`config.mk`:
```
export PLATFORM = sky130hd
export DESIGN_NAME = dcache_ctrl
export DESIGN_NICKNAME = d
export VERILOG_FILES = /design/src/rtl/dcache_ctrl.sv
export SDC_FILE = /design/constraint.sdc
export NUM_CORES = 1
export LEC_CHECK = 0
export ABC_AREA = 1
export CORE_ASPECT_RATIO = 1.1
export CORE_UTILIZATION = 42
export DETAILED_ROUTE_END_ITERATION = 12
export DONT_BUFFER_PORTS = 1
export PLACE_DENSITY = 0.65
export SLEW_MARGIN = 30
export SYNTH_ARGS = -nofsm -noshare
export SYNTH_HDL_FRONTEND = slang
export SYNTH_SLANG_ARGS = --single-unit
```
`constraint.sdc`:
```
create_clock -name CLK -period 3.8 [get_ports CLK]
set_clock_uncertainty 0.2 [all_clocks]
set_input_delay 0 -clock CLK [delete_from_list [all_inputs] [get_ports CLK]]
set_output_delay 0 -clock CLK [all_outputs]
set_load 0.03 [all_outputs]
```
`src/rtl/dcache_ctrl.sv`:
```
// dcache_ctrl: 8 x 4-byte direct-mapped, write-back, write-allocate data cache controller
module dcache_ctrl (
  input  logic        CLK,
  input  logic        RESET,
  input  logic        READ,
  input  logic        WRITE,
  input  logic [7:0]  ADDRESS,
  input  logic [7:0]  WRITEDATA,
  output logic [7:0]  READDATA,
  output logic        BUSYWAIT,
  output logic        MEM_READ,
  output logic        MEM_WRITE,
  output logic [5:0]  MEM_ADDRESS,
  output logic [31:0] MEM_WRITEDATA,
  input  logic [31:0] MEM_READDATA,
  input  logic        MEM_BUSYWAIT
);
  typedef enum logic [1:0] {IDLE, WRITE_BACK, FETCH, UPDATE} state_t;
  state_t state, state_nx;
  logic [7:0]  valid, dirty;
  logic [2:0]  tag [8];
  logic [31:0] data [8];
  logic [2:0]  a_tag, a_idx;
  logic [1:0]  a_off;
  logic        hit, req;
  assign a_tag = ADDRESS[7:5];
  assign a_idx = ADDRESS[4:2];
  assign a_off = ADDRESS[1:0];
  assign hit = valid[a_idx] && tag[a_idx] == a_tag;
  assign req = READ | WRITE;
  assign READDATA = READ ? data[a_idx][{a_off, 3'b000} +: 8] : 8'h00;
  always_comb begin
    state_nx = state;
    BUSYWAIT = 1'b1;
    MEM_READ = 1'b0;
    MEM_WRITE = 1'b0;
    MEM_ADDRESS = {a_tag, a_idx};
    MEM_WRITEDATA = data[a_idx];
    case (state)
      IDLE: begin
        BUSYWAIT = req && !hit;
        state_nx = (!req || hit) ? IDLE : (valid[a_idx] && dirty[a_idx]) ? WRITE_BACK : FETCH;
      end
      WRITE_BACK: begin
        MEM_WRITE = 1'b1;
        MEM_ADDRESS = {tag[a_idx], a_idx};
        state_nx = MEM_BUSYWAIT ? WRITE_BACK : FETCH;
      end
      FETCH: begin
        MEM_READ = 1'b1;
        state_nx = MEM_BUSYWAIT ? FETCH : UPDATE;
      end
      default: state_nx = IDLE;
    endcase
  end
  // tag/data arrays are deliberately left uncleared by reset; valid gates their use
  always_ff @(posedge CLK) begin
    if (!RESET) begin
      state <= IDLE;
      valid <= '0;
      dirty <= '0;
    end else begin
      state <= state_nx;
      if (state == UPDATE) begin
        data[a_idx]  <= MEM_READDATA;
        tag[a_idx]   <= a_tag;
        valid[a_idx] <= 1'b1;
        dirty[a_idx] <= 1'b0;
      end else if (state == IDLE && WRITE && hit) begin
        data[a_idx][{a_off, 3'b000} +: 8] <= WRITEDATA;
        dirty[a_idx] <= 1'b1;
      end
    end
  end
endmodule

```
# After elaboration in Yosys (flattened, before gate mapping)
# Memories as Yosys holds them, arrays and structs flattened.
# Cells that the tools add are included.
dict set report word_totals {
  ramBits 280
  reg_bits 18
  out_inout_bits 49
  word_cells 120
  in_bits 53
  n_memories 2
}
# name depth word_bits read_ports rd_clocked_by_memory_dff wr line_no
set memory_table {}
lappend memory_table {data 8 32 1 0 1 22} ;# logic [31:0] data [8];
lappend memory_table {tag 8 3 1 0 1 21} ;# logic [2:0] tag [8];
dict set report op_classes {
  reduce_logical 11
  muxes 57
  eq_ne 4
  order_cmp 2
  bitwise_logic 37
  addsub 1
  shift 3
}
# operator count
set op_table {}
lappend op_table {{2-to-1 mux 1 bit} 45}
lappend op_table {{OR 1 bit} 33}
lappend op_table {{2-to-1 mux 32 bit} 1}
lappend op_table {{variable shift 8 x 7 -> 32 bit (first input constant)} 1}
lappend op_table {{variable part select 32 x 6 -> 8 bit} 1}
lappend op_table {{variable part select 8 x 7 -> 32 bit} 1}
lappend op_table {{2-to-1 mux 8 bit} 3}
lappend op_table {{OR 8 bit} 2}
lappend op_table {{bitwise AND 8 bit} 1}
lappend op_table {{inverter 8 bit} 1}
lappend op_table {{negation 5 -> 7 bit} 1}
lappend op_table {{binary-select mux 1 bit (select 3 bit)} 2}
lappend op_table {{logical AND 1 bit} 6}
lappend op_table {{2-to-1 mux 2 bit} 3}
lappend op_table {{2-to-1 mux 6 bit} 1}
lappend op_table {{case mux 2 bit (3 select lines)} 1}
lappend op_table {{== test 2 bit (second input constant)} 2}
lappend op_table {{less-than comparator 3 x 4 -> 1 bit (second input constant)} 1}
lappend op_table {{demux 1 bit (select 3 bit)} 1}
lappend op_table {{== test 3 bit} 1}
lappend op_table {{greater-or-equal comparator 3 x 1 -> 1 bit (second input constant)} 1}
lappend op_table {{== test 2 x 1 -> 1 bit (second input constant)} 1}
lappend op_table {{logical NOT 1 bit} 2}
lappend op_table {{logical NOT 2 bit} 1}
lappend op_table {{other kinds (2)} 2}

# Depth between registers and ports, before layout
dict set report depth {
  depth_word 9
  mapped_depth 15
  ltp_nobuf 14
}

# Worst setup path before layout
# Ideal clock, no wire load.
dict set report synth_path {
  path_type {register to register}
  startpoint {memory tag[3][0]}
  endpoint {memory data[4][16], enable pin}
  arrival_time_ns 1.918
  slack_ns 1.307
  path_stages_with_launch 10
  n_path_buf 1
  t_required_ns 3.225
  synth_period_minus_slack_ns 2.493
  setup_ns 0.375
  path_cell_list {edfxtp_1 > or2_1 > nand2_1 > nand2_1 > o21ai_1 > nand3_2 > nor2_8 > nand4_4 > buf_6 > a21oi_1}
}
dict set report synth_between {
  elab_chain_cells 9
}
# item line_no
set synth_rtl {}
lappend synth_rtl {{from (decl)} 21}
lappend synth_rtl {{memory (8 x 3 bit)} n/a}
lappend synth_rtl {{== test 3 bit} 29} ;# assign hit = valid[a_idx] && tag[a_idx] == a_tag;
lappend synth_rtl {{logical AND 1 bit} 29}
lappend synth_rtl {{logical AND 1 bit} 69} ;# end else if (state == IDLE && WRITE && hit) begin
lappend synth_rtl {{2-to-1 mux 1 bit} 69}
lappend synth_rtl {{2-to-1 mux 1 bit} 64} ;# if (state == UPDATE) begin
lappend synth_rtl {{2-to-1 mux 1 bit} 58} ;# if (!RESET) begin
lappend synth_rtl {{2-to-1 mux 32 bit (implied by the code)} 70} ;# data[a_idx][{a_off, 3'b000} +: 8] <= WRITEDATA;
lappend synth_rtl {{OR 1 bit (no source line)} n/a}
lappend synth_rtl {{to (decl)} 22}
# No other way between the ends.

# Worst setup path after layout
dict set report layout_path {
  startpoint {register valid[6]}
  endpoint {memory data[0][22], data pin}
}
dict set report layout_between {
  elab_chain_cells 9
}
# item line_no
set layout_rtl {}
lappend layout_rtl {{from (decl)} 20} ;# logic [7:0] valid, dirty;
lappend layout_rtl {{from (signal assigned)} 60} ;# valid <= '0;
lappend layout_rtl {{from (signal, indexed assignment)} 67} ;# valid[a_idx] <= 1'b1;
lappend layout_rtl {{binary-select mux 1 bit (select 3 bit)} 29}
lappend layout_rtl {{2-to-1 mux 1 bit (implied by the code)} 29}
lappend layout_rtl {{logical AND 1 bit} 29}
lappend layout_rtl {{logical AND 1 bit} 69}
lappend layout_rtl {{2-to-1 mux 1 bit} 69}
lappend layout_rtl {{2-to-1 mux 1 bit} 64}
lappend layout_rtl {{2-to-1 mux 1 bit} 58}
lappend layout_rtl {{2-to-1 mux 32 bit (implied by the code)} 70}
lappend layout_rtl {{2-to-1 mux 1 bit (no source line)} n/a}
# No other way between the ends. The select of a mux whose other input is x is not followed.

==> metrics.md <==
| Metric | Value |
|---|---|
| Tightest Hold Check Type | `in2reg` |
| Net Count, Synth | `between 1000 and 1500` |
| Setup bufs post-CTS | `0` |
| Unrepaired setup endpoints after global routing | `false` |
| Core area | `30430 um^2` |
| Number of global-route vias before repair | `9211` |
| Synth top area cells | `edfxtp_1 65%, nand2_1 11%, a21oi_1 2.8%` |
| Final Critical Period | `3.629 ns` |
| Share of cells above drive strength 1 | `9.542%` |
| Largest net degree at the start of global routing | `56` |
| Worst Hold End | `state[0]` |
| Total grt overflow | `0` |
| Die area | `about 32000 um^2` |
| Worst R2R Setup Slack | `between 0.15 and 0.2 ns` |
| Synth Instances | `1208` |
| Cell leakage power | `5.865 nW` |
| Ys Warns | `0` |
| Pre-CTS setup slack | `roughly 0.84 ns` |
| CTS Root Cell | `clkbuf_16` |
| Final instance area | `15400 um^2` |
| CTS tree | `done` |
| Initial core utilization | `42.74%` |
| Yosys cell types | `39` |
| Slew Viols, Final | `0` |
| Pwr Total | `0.007104 W` |
| TritonCTS buffer count | `30` |
| ANT nets after route | `0` |
| Mean area per synthesized cell | `10.77 um^2` |
| R2R cell count | `15` |
| H-Tree Depth | `1` |
| Post-DP HPWL | `25190 um` |
| Tot GR Track Use | `24.43%` |
| Depth of the worst hold-timing path | `7` |
| Async S/R FF share, synth | `0%` |
| Final Hold Fails | `0` |
| EDFF count, synth | `280` |
| Tcrit/Tclk final | `95.49%` |
| Detailed Route WL | `38680 um` |
| Clk pin slew, worst setup/hold paths | `0.06 ns` |
| Die height | `186.6 um` |
| # diodes | `0` |
| First-pass GRT wire length | `57010 um` |
| Fmax | `roughly 280 MHz` |
| Final Net Count | `1368` |
| Site Rows | `between 60 and 70` |
| Horiz. Die Dim | `169.8 um` |
| R2R Path Start | `valid[6]` |
| CTS sink cnt | `298` |
| Area leader, netlist | `edfxtp_1` |
| Yosys top cell area share | `64.64%` |
| Placer's final routability congestion estimate | `between 0.8 and 0.9` |
| Sequential-to-total area share from yosys stat | `approximately two thirds` |
| Setup TNS | `0 ns` |
| Non-Filler Instances | `1745` |
| Drt first-iter violations | `1168` |
| Max clock buf depth | `3` |
| Main flop type after synthesis | `edfxtp_1` |
| Drt first pass iters | `7` |
| Worst path required time | `3.96 ns` |
| Residual DRC count | `0` |
| Inst Count DP | `1619` |
| Fill cell count | `2680` |
| Slew margin rel. | `33.38%` |
| Via density per instance | `around 5.5` |
| Reg area | `just under 9000 um^2` |
| Reg2reg end | `data[0][22]` |
| Critical path data arrival time | `3.79 ns` |
| Multi-input logic area | `3556 um^2` |
| Worst skew pair latency | `0.55 ns` |
| Crit Path Class | `reg2reg` |
| Worst setup EP type | `register` |
| VDD IR-drop max | `0.4055 mV` |
| Routed wire per std cell | `22.17 um` |
| Max-cap violations | `0` |
| Worst Hold Launch | `ADDRESS[2]` |
| Worst-Margin Slew | `around 0.99 ns` |
| Area growth, synth to finish | `18.39%` |
| Final setup violation count | `0` |
| Fin worst setup slack | `0.1712 ns` |
| Seq cells post-synth | `298` |
| Startpoint types | `register` |
| Pwr dens | `461.3 nW/um^2` |
| Synth Cell Area | `13010 um^2` |
| I/O Pins | `102` |
| Via count | `9668` |
| Outcome | `finished clean` |
| Initial antenna violation count | `0` |
| Critical path peak fanout | `40` |
| Port Buf Inserts | `0` |
| Placed Instance Area | `around 14000 um^2` |
-- what timing repair did --
action                                 in CTS  in global routing
resized for setup                           0                  5
endpoints found under the hold margin     566                  0
hold buffers                               73                  0
setup endpoints to repair                   0                 60
-- cell usage after synthesis (2+ instances only) --
| master | number |
|---|---|
| buf_6 | 4 |
| nor3_1 | 8 |
| clkinv_1 | 2 |
| o22ai_1 | 7 |
| clkbuf_1 | 32 |
| nand4_4 | 4 |
| dfxtp_1 | 18 |
| edfxtp_1 | 280 |
| and3_1 | 5 |
| a21oi_1 | 72 |
| ha_1 | 5 |
| nor2_1 | 77 |
| nand2_2 | 2 |
| o2bb2ai_1 | 3 |
| inv_2 | 6 |
| o21ai_0 | 29 |
| buf_4 | 5 |
| a22o_1 | 2 |
| nor2_2 | 3 |
| o211ai_1 | 10 |
| a221oi_1 | 3 |
| inv_1 | 94 |
| nand3b_1 | 2 |
| buf_2 | 24 |
| nand3_1 | 50 |
| o2111a_1 | 3 |
| a211oi_1 | 21 |
| nand4_1 | 41 |
| o21ai_1 | 2 |
| a22oi_1 | 15 |
| nand2_1 | 371 |
-- per-stage QoR --
stage               hold WS, ns  utilization, %
floorplan               -0.1011               -
global placement        -0.1994           44.98
detailed placement      -0.1994           44.99
CTS                   0.0005616           50.56
global route            0.05072           50.61
finish                  0.01248           50.61
-- layout by cell type (no fill, tap or decap), types with 4 or more instances in the layout --
master           n
nand4_1         41
dfxtp_1         18
nand2_1        370
nand3_1         49
nand4_4          4
inv_1           94
o21ai_0         29
nor2_2           8
clkbuf_1         4
nor3_1           8
o22ai_1          7
dlygate4sd3_1   69
edfxtp_1       280
inv_2            6
and3_1           5
a211oi_1        21
clkinv_1        13
clkbuf_16       31
ha_1             5
buf_4           63
a21oi_1         72
a22oi_1         15
o211ai_1        10
nor2_1          72
-- routing by layer --
layer  wire length, um  part of all wire [%]  up-vias  GRT usage [%]
li1                  -                     -     4387              -
met1             14870                    38     4687          31.61
met2             18280                    47      497          39.36
met3              4000                    10       97          6.045
met4              1526                   3.9        0          9.598
met5                 0                     0        -              0
-- logic make-up (layout without fill, tap and decap cells) --
family,after synthesis,in the layout,share of synthesized area (%)
AO/OA/AOI/OAI,169,169,7.869
adder cells (fa/ha/maj),5,5,0.4810
AND/OR/NAND/NOR,568,568,18.79
buffers and inverters,168,291,5.454
flip-flops,298,298,67.41
-- critical path, cell delays in order, from the launching register on --
cell and delay (ns):
dfxtp_1 0.35, nand2_1 0.06, nand2_1 0.09, nand2_1 0.05, nand2_1 0.06, nand2_1 0.05, dlygate4sd3_1 0.56, nand2_1 0.10
nand2_1 0.07, inv_2 0.05, nand2_2 0.10, nor3_4 0.13, buf_4 0.39, nand4_1 0.31, nand2_1 0.15, dlygate4sd3_1 0.69
-- final cells by class --
cell class                 count  area share, %
sequential                   298          56.94
multi-input combinational    742          23.09
timing repair buffer         136          7.979
clock buffer                  35          5.135
tap                          414          3.364
inverter                     102          2.486
clock inverter                18          1.007
-- where the power goes --
group          leakage, nW  switching [W]  internal (W)
clock network        0.462        0.00121       0.00167
logic                 2.74       0.000455      0.000165
registers             2.66     0.00000568       0.00360
total                 5.86        0.00167       0.00544
-- worst max-delay path by stage --
stage	start	depth (start not counted)	slack [ns]	end
detailed placement	ADDRESS[2]	9	0.84	data[6][27]
CTS	ADDRESS[4]	13	0.1	READDATA[1]
global placement	state[0]	4	0.88	data[6][27]
finish	valid[6]	15	0.17	data[0][22]
global route	valid[5]	15	0.07	data[6][22]
floorplan	tag[3][0]	9	1.31	data[4][16]
-- state kept, by name, indices dropped and copies added (netlist names), named ones only --
register / cells
data: 256
state: 2
tag: 24
valid: 8
Power figures use the tool's default switching activity.
